===== src/rtl/pmips_mem_pkg.sv =====
// Shared types for the PMIPSL0 unified memory port.
// State encoding, grant IDs and the default wait-state count.
package pmips_mem_pkg;

  typedef enum logic [1:0] {
    IDLE   = 2'd0,
    IF_ACC = 2'd1,
    D_RD   = 2'd2,
    D_WR   = 2'd3
  } arb_state_e;

  typedef enum logic {
    GRANT_IF = 1'b0,
    GRANT_D  = 1'b1
  } grant_e;

  localparam int unsigned WAIT_STATES_DEF = 1;
  localparam int unsigned CNT_W           = 3;

endpackage


===== src/rtl/mem_port_arbiter_if.sv =====
// Requester and memory-side signals of the shared memory port.
// The arbiter is the slave; requesters and memory form the master.
interface mem_port_arbiter_if #(
  parameter int unsigned ADDR_W = 16,
  parameter int unsigned DATA_W = 16
);

  logic              if_req;
  logic [ADDR_W-1:0] if_addr;
  logic [DATA_W-1:0] if_rdata;
  logic              if_ready;
  logic              d_read;
  logic              d_write;
  logic [ADDR_W-1:0] d_addr;
  logic [DATA_W-1:0] d_wdata;
  logic [DATA_W-1:0] d_rdata;
  logic              d_ready;
  logic              stall_if;
  logic              stall_d;
  logic [ADDR_W-1:0] mem_addr;
  logic [DATA_W-1:0] mem_wdata;
  logic              mem_re;
  logic              mem_we;
  logic [DATA_W-1:0] mem_rdata;

  modport slave (
    input  if_req, if_addr,
    input  d_read, d_write, d_addr, d_wdata,
    input  mem_rdata,
    output if_rdata, if_ready,
    output d_rdata, d_ready,
    output stall_if, stall_d,
    output mem_addr, mem_wdata,
    output mem_re, mem_we
  );

  modport master (
    output if_req, if_addr,
    output d_read, d_write, d_addr, d_wdata,
    output mem_rdata,
    input  if_rdata, if_ready,
    input  d_rdata, d_ready,
    input  stall_if, stall_d,
    input  mem_addr, mem_wdata,
    input  mem_re, mem_we
  );

endinterface


===== src/rtl/mem_port_arbiter_wait_counter.sv =====
// Loadable down-counter timing the wait states of one access.
// Holds at zero; load has priority over enable.
module mem_wait_counter
  import pmips_mem_pkg::*;
(
  input  logic             clk_i,
  input  logic             rst_ni,
  input  logic             load_i,
  input  logic             en_i,
  input  logic [CNT_W-1:0] val_i,
  output logic             zero_o
);

  logic [CNT_W-1:0] cnt_q;
  logic [CNT_W-1:0] cnt_d;

  always_comb begin
    cnt_d = cnt_q;
    if (load_i) begin
      cnt_d = val_i;
    end else if (en_i && cnt_q != '0) begin
      cnt_d = cnt_q - 1'b1;
    end
  end

  always_ff @(posedge clk_i) begin
    if (!rst_ni) begin
      cnt_q <= '0;
    end else begin
      cnt_q <= cnt_d;
    end
  end

  assign zero_o = (cnt_q == '0);

endmodule


===== src/rtl/mem_port_arbiter.sv =====
// Fetch/data arbiter for the single-ported unified memory.
// Holds each grant for WAIT_STATES+1 cycles, then pulses ready.
module mem_port_arbiter
  import pmips_mem_pkg::*;
#(
  parameter int unsigned WAIT_STATES = WAIT_STATES_DEF,
  parameter int unsigned ADDR_W      = 16,
  parameter int unsigned DATA_W      = 16
) (
  input  logic               clock,
  input  logic               reset,
  mem_port_arbiter_if.slave  bus
);

  arb_state_e        state_q, state_d;
  grant_e            last_q, last_d;
  logic              if_rdy_q, if_rdy_d;
  logic              d_rdy_q, d_rdy_d;
  logic [DATA_W-1:0] if_rdata_q, if_rdata_d;
  logic [DATA_W-1:0] d_rdata_q, d_rdata_d;
  logic [ADDR_W-1:0] addr_q, addr_d;
  logic [DATA_W-1:0] wdata_q, wdata_d;
  logic              re_q, re_d;
  logic              we_q, we_d;

  logic if_pend, d_pend;
  logic gnt_if, gnt_d;
  logic busy, cnt_zero, done;

  // A requester in its ready cycle is still holding the old request.
  assign if_pend = bus.if_req & ~if_rdy_q;
  assign d_pend  = (bus.d_read | bus.d_write) & ~d_rdy_q;

  assign gnt_d  = (state_q == IDLE) & d_pend
                & (~if_pend | (last_q == GRANT_IF));
  assign gnt_if = (state_q == IDLE) & if_pend & ~gnt_d;

  assign busy = (state_q != IDLE);
  assign done = busy & cnt_zero;

  mem_wait_counter u_wait (
    .clk_i  (clock),
    .rst_ni (reset),
    .load_i (gnt_d | gnt_if),
    .en_i   (busy),
    .val_i  (CNT_W'(WAIT_STATES)),
    .zero_o (cnt_zero)
  );

  always_ff @(posedge clock) begin
    if (!reset) begin
      state_q <= IDLE;
    end else begin
      state_q <= state_d;
    end
  end

  always_comb begin
    state_d = state_q;
    unique case (state_q)
      IDLE: begin
        if (gnt_d) begin
          state_d = bus.d_write ? D_WR : D_RD;
        end else if (gnt_if) begin
          state_d = IF_ACC;
        end
      end
      IF_ACC, D_RD, D_WR: begin
        if (cnt_zero) state_d = IDLE;
      end
      default: state_d = IDLE;
    endcase
  end

  always_comb begin
    last_d     = last_q;
    if_rdy_d   = 1'b0;
    d_rdy_d    = 1'b0;
    if_rdata_d = if_rdata_q;
    d_rdata_d  = d_rdata_q;
    addr_d     = addr_q;
    wdata_d    = wdata_q;
    re_d       = (state_d == IF_ACC) | (state_d == D_RD);
    we_d       = (state_d == D_WR);
    unique case (1'b1)
      gnt_d: begin
        last_d  = GRANT_D;
        addr_d  = bus.d_addr;
        wdata_d = bus.d_wdata;
      end
      gnt_if: begin
        last_d = GRANT_IF;
        addr_d = bus.if_addr;
      end
      done: begin
        if_rdy_d = (state_q == IF_ACC);
        d_rdy_d  = (state_q != IF_ACC);
        if (state_q == IF_ACC) if_rdata_d = bus.mem_rdata;
        if (state_q == D_RD) d_rdata_d = bus.mem_rdata;
      end
      default: ;
    endcase
  end

  always_ff @(posedge clock) begin
    if (!reset) begin
      last_q     <= GRANT_IF;
      if_rdy_q   <= 1'b0;
      d_rdy_q    <= 1'b0;
      if_rdata_q <= '0;
      d_rdata_q  <= '0;
      addr_q     <= '0;
      wdata_q    <= '0;
      re_q       <= 1'b0;
      we_q       <= 1'b0;
    end else begin
      last_q     <= last_d;
      if_rdy_q   <= if_rdy_d;
      d_rdy_q    <= d_rdy_d;
      if_rdata_q <= if_rdata_d;
      d_rdata_q  <= d_rdata_d;
      addr_q     <= addr_d;
      wdata_q    <= wdata_d;
      re_q       <= re_d;
      we_q       <= we_d;
    end
  end

  assign bus.if_rdata  = if_rdata_q;
  assign bus.if_ready  = if_rdy_q;
  assign bus.d_rdata   = d_rdata_q;
  assign bus.d_ready   = d_rdy_q;
  assign bus.mem_addr  = addr_q;
  assign bus.mem_wdata = wdata_q;
  assign bus.mem_re    = re_q;
  assign bus.mem_we    = we_q;
  assign bus.stall_if  = bus.if_req & ~if_rdy_q;
  assign bus.stall_d   = (bus.d_read | bus.d_write) & ~d_rdy_q;

endmodule


===== src/flat_wrapper.sv =====
// flat-port wrapper written by rule: the top's interface ports become plain ports
module mem_port_arbiter_flat import pmips_mem_pkg::*;
#(
  parameter int unsigned WAIT_STATES = WAIT_STATES_DEF,
  parameter int unsigned ADDR_W      = 16,
  parameter int unsigned DATA_W      = 16
)
  (clock, reset, bus_if_req, bus_if_addr, bus_d_read, bus_d_write, bus_d_addr, bus_d_wdata, bus_mem_rdata, bus_if_rdata, bus_if_ready, bus_d_rdata, bus_d_ready, bus_stall_if, bus_stall_d, bus_mem_addr, bus_mem_wdata, bus_mem_re, bus_mem_we);
  mem_port_arbiter_if #(.ADDR_W(ADDR_W), .DATA_W(DATA_W)) bus_i ();
  input  logic clock;
  input  logic reset;
  input wire logic [$bits(bus_i.if_req)-1:0] bus_if_req;
  input wire logic [$bits(bus_i.if_addr)-1:0] bus_if_addr;
  input wire logic [$bits(bus_i.d_read)-1:0] bus_d_read;
  input wire logic [$bits(bus_i.d_write)-1:0] bus_d_write;
  input wire logic [$bits(bus_i.d_addr)-1:0] bus_d_addr;
  input wire logic [$bits(bus_i.d_wdata)-1:0] bus_d_wdata;
  input wire logic [$bits(bus_i.mem_rdata)-1:0] bus_mem_rdata;
  output wire logic [$bits(bus_i.if_rdata)-1:0] bus_if_rdata;
  output wire logic [$bits(bus_i.if_ready)-1:0] bus_if_ready;
  output wire logic [$bits(bus_i.d_rdata)-1:0] bus_d_rdata;
  output wire logic [$bits(bus_i.d_ready)-1:0] bus_d_ready;
  output wire logic [$bits(bus_i.stall_if)-1:0] bus_stall_if;
  output wire logic [$bits(bus_i.stall_d)-1:0] bus_stall_d;
  output wire logic [$bits(bus_i.mem_addr)-1:0] bus_mem_addr;
  output wire logic [$bits(bus_i.mem_wdata)-1:0] bus_mem_wdata;
  output wire logic [$bits(bus_i.mem_re)-1:0] bus_mem_re;
  output wire logic [$bits(bus_i.mem_we)-1:0] bus_mem_we;
  assign bus_i.if_req = bus_if_req;
  assign bus_i.if_addr = bus_if_addr;
  assign bus_i.d_read = bus_d_read;
  assign bus_i.d_write = bus_d_write;
  assign bus_i.d_addr = bus_d_addr;
  assign bus_i.d_wdata = bus_d_wdata;
  assign bus_i.mem_rdata = bus_mem_rdata;
  assign bus_if_rdata = bus_i.if_rdata;
  assign bus_if_ready = bus_i.if_ready;
  assign bus_d_rdata = bus_i.d_rdata;
  assign bus_d_ready = bus_i.d_ready;
  assign bus_stall_if = bus_i.stall_if;
  assign bus_stall_d = bus_i.stall_d;
  assign bus_mem_addr = bus_i.mem_addr;
  assign bus_mem_wdata = bus_i.mem_wdata;
  assign bus_mem_re = bus_i.mem_re;
  assign bus_mem_we = bus_i.mem_we;
  mem_port_arbiter #(.WAIT_STATES(WAIT_STATES), .ADDR_W(ADDR_W), .DATA_W(DATA_W)) u_core (.clock(clock), .reset(reset), .bus(bus_i));
endmodule

===== config.mk =====
export PLATFORM = sky130hd
export DESIGN_NAME = mem_port_arbiter_flat
export DESIGN_NICKNAME = d
export VERILOG_FILES = /design/src/rtl/pmips_mem_pkg.sv /design/src/rtl/mem_port_arbiter_if.sv /design/src/rtl/mem_port_arbiter_wait_counter.sv /design/src/rtl/mem_port_arbiter.sv /design/src/flat_wrapper.sv
export SDC_FILE = /design/constraint.sdc
export NUM_CORES = 1
export LEC_CHECK = 0
export BUFFER_PORTS_ARGS = -buffer_cell sky130_fd_sc_hd__buf_2
export CORE_MARGIN = 10
export CORE_UTILIZATION = 42
export DETAILED_ROUTE_END_ITERATION = 7
export MAX_ROUTING_LAYER = met4
export PLACE_DENSITY = 0.75
export SYNTH_ARGS = -nofsm -noshare
export SYNTH_HDL_FRONTEND = slang
export SYNTH_SLANG_ARGS = --single-unit

===== constraint.sdc =====
create_clock -name clock -period 1.73 [get_ports clock]
set_input_delay 0.346 -clock clock [delete_from_list [all_inputs] [get_ports clock]]
set_output_delay 0.346 -clock clock [all_outputs]
set_load 0.01 [all_outputs]

==> qor.yml <==
timing:
  fin_crit_ns: 1.66
  setup_violations: 0
  fmax_ghz: 0.602
  rsz0062_at_grt: "no"
  finalCritPeriodShare_pct: 96.0
  timing_hold_violations_final: 0
  finalClockSkew_ns: 0.00800
  max_slew_margin_pct: 76.3
  drv_slew: 0
  worstMarginPinSlew_ns: 0.356
  setup_tns_ns: 0
logic_synthesis:
  async_reset_ff_share_pct: 0
  synth_cell_types: 32
  synth_edf_count: 0
  synthFlopType: "dfxtp_1"
  yosys_warnings: 0
  ys_ff_latch: 74
  synth_nets: 412
  syn_area_mm2: 0.00310
  synthCells: 340
  avgSynthCellArea_um2: 9.10
  ys_seq_area_share_pct: 47.9
setup_path:
  critPathLaunchType: "flop"
  crit_path_end_kind: "flop"
  critPathArrivalTime_ns: 1.90
  critPathKind: "flop to flop"
  reg2reg_depth: 4
  cp.required_ns: 1.97
  crit_fanout: 3
power:
  total_power_mw: 5.56
  irDropWorstVdd_mv: 0.605
  powerDensity_mw_per_mm2: 1360
  leakagePower_nw: 1.90
final_layout:
  drive_gt1_share_pct: 36.8
  seqCellArea_mm2: 0.00149
  syn_to_final_growth_pct: 32.5
  fin_nets: 544
  fin_cells: 575
  diodes: 0
  multi_input_area_mm2: 0.00144
  nFillCells: 664
cts:
  numCtsBuffers: 9
  clk_path_buf_depth: 2
  htree_levels: 3
  root_buffer: "clkbuf_8"
  clock_sinks: 74
  path_clk_slew_ns: 0.07
  cts_tree: "done"
  worstSkewPairLatency_ns: 0.34
  ctsHoldBuffers: 0
floorplanning:
  dieArea_mm2: 0.0112
  die_w_um: 106
  start_util_pct: 42.9
  core_mm2: 0.00721
  rows: 31
  die_y_um: 106
  ios: 139
placed_design:
  io_buffer_count: 138
  dp.cells: 559
  dp_hpwl_um: 6240
  finalWeightedCongestion: 0.809
detailed_routing:
  viasPerCell: 4.87
  via_count: 2798
  remaining_drc_errors: 0
  dr.pass1.iters: 5
  wl_per_cell_um: 14.8
  ant_nets: 0
  drt_iter0_drc: 80
  wirelength_um: 8530
global_routing:
  grt_pass1_wl_um: 13900
  grt_pass1_vias: 2846
  grt_max_degree: 92
  track_usage_pct: 15.2
  grt_antenna_before_repair: 0
  gr-total-overflow: 0
flow_run:
  drv_cap: 0
hold_path:
  holdPathStages: 3
  hp-class: "primary input to flop"
status:
  outcome: "finished clean"
[layout by cell type (no fill, tap or decap), types with 2 or more instances in the layout]
master,count
a21boi_0,33
a21oi_1,16
and2_1,4
and3b_2,2
buf_12,4
buf_2,138
buf_4,8
clkbuf_8,10
clkinvlp_4,3
dfxtp_1,71
dfxtp_2,3
ha_1,3
inv_1,6
mux2i_1,32
nand2_1,99
nand3_1,2
nand3b_1,2
o21a_1,2
o22ai_1,2
o41ai_1,16
[path summary, 6_finish.rpt]
path / from / to / slack (ns)
max: u_core.last_q$_SDFFE_PN0P_ / u_core.bus.mem_re$_SDFF_PN0_ / 0.07
max reg2reg: u_core.last_q$_SDFFE_PN0P_ / u_core.bus.mem_re$_SDFF_PN0_ / 0.07
min reg2reg: u_core.bus.mem_wdata[14]$_SDFFE_PN0P_ / u_core.bus.mem_wdata[14]$_SDFFE_PN0P_ / 0.45
min: bus_d_wdata[6] / u_core.bus.mem_wdata[6]$_SDFFE_PN0P_ / 0.25
[final cells by class]
cell class	instances	area share (%)
Sequential cell	74	36.2
Multi-Input combinational cell	230	35.0
Clock inverter	4	1.28
Inverter	6	0.549
Clock buffer	11	3.45
Tap cell	99	3.02
Timing Repair Buffer	151	20.5
[through the flow]
stage / util [%] / hold slack (ns) / setup WS [ns] / instance area (um2)
6_report: 56.9 / 0.251 / 0.0685 / 4100
3_3_place_gp: 54.0 / 0.438 / -0.0168 / 3890
5_1_grt: 56.9 / 0.225 / 0.00360 / 4100
2_1_floorplan: - / 0.435 / -0.0694 / 3110
3_5_place_dp: 54.0 / 0.443 / -0.0334 / 3890
4_1_cts: 56.7 / 0.230 / 0.0168 / 4090
[worst max-delay path: stages (launching register included)]
cell and delay (ns):
dfxtp_2 0.33, or3b_2 0.47, a221o_1 0.35, ha_1 0.26, and2_1 0.15
[kinds of logic (layout without fill, tap and decap cells)]
group	count (synthesis)	count (layout)	share of synthesized area (%)
flip-flops	74	74	47.9
multiplexers	32	32	10.3
AND/OR/NAND/NOR	122	122	17.3
adder cells (fa/ha/maj)	3	3	1.21
AO/OA/AOI/OAI	73	73	17.1
buffers and inverters	36	172	6.14
[flip-flops by register name, indices dropped and copies added, names as in the netlist]
register	flops
u_core.last_q	1
u_core.bus.d_ready	1
u_core.bus.mem_wdata	16
u_core.bus.if_ready	1
u_core.bus.mem_we	1
u_core.bus.if_rdata	16
u_core.u_wait.cnt_q	3
u_core.bus.mem_addr	16
u_core.bus.d_rdata	16
u_core.bus.mem_re	1
u_core.state_q	2
[routing by layer]
metal	wire length (um)	track usage (%)
met2	4140	24.6
met1	3660	17.0
met5	0	-
met3	615	5.42
met4	115	5.71
[cell usage after synthesis (2+ instances only)]
| cell type | n | area [um2] |
|---|---|---|
| dfxtp_1 | 74 | 1480 |
| a21boi_0 | 33 | 248 |
| nand2_1 | 100 | 375 |
| buf_6 | 6 | 67.6 |
| clkbuf_1 | 15 | 56.3 |
| and3b_1 | 3 | 26.3 |
| nand3b_1 | 2 | 15.0 |
| mux2i_1 | 32 | 320 |
| inv_1 | 6 | 22.5 |
| o22ai_1 | 2 | 12.5 |
| buf_2 | 8 | 40.0 |
| nor4b_1 | 2 | 17.5 |
| a21oi_1 | 16 | 80.1 |
| nand3_1 | 2 | 10.0 |
| ha_1 | 3 | 37.5 |
| o21a_1 | 2 | 15.0 |
| o41ai_1 | 16 | 140 |
| and2_1 | 4 | 25.0 |
[where the power goes]
part / switching [mW] / internal (mW) / total [mW]
clock: 0.623 / 0.698 / 1.32
combinational: 1.10 / 0.899 / 2.00
sequential: 0.178 / 2.06 / 2.24
total: 1.90 / 3.66 / 5.56
[what timing repair did]
item | in CTS | in global routing
resized for setup | 3 | 2
endpoints found under the setup margin | 17 | 2
buffers inserted | 0 | 1
pin swaps | 0 | 2
Note: power is estimated with default switching activity, not from simulation.
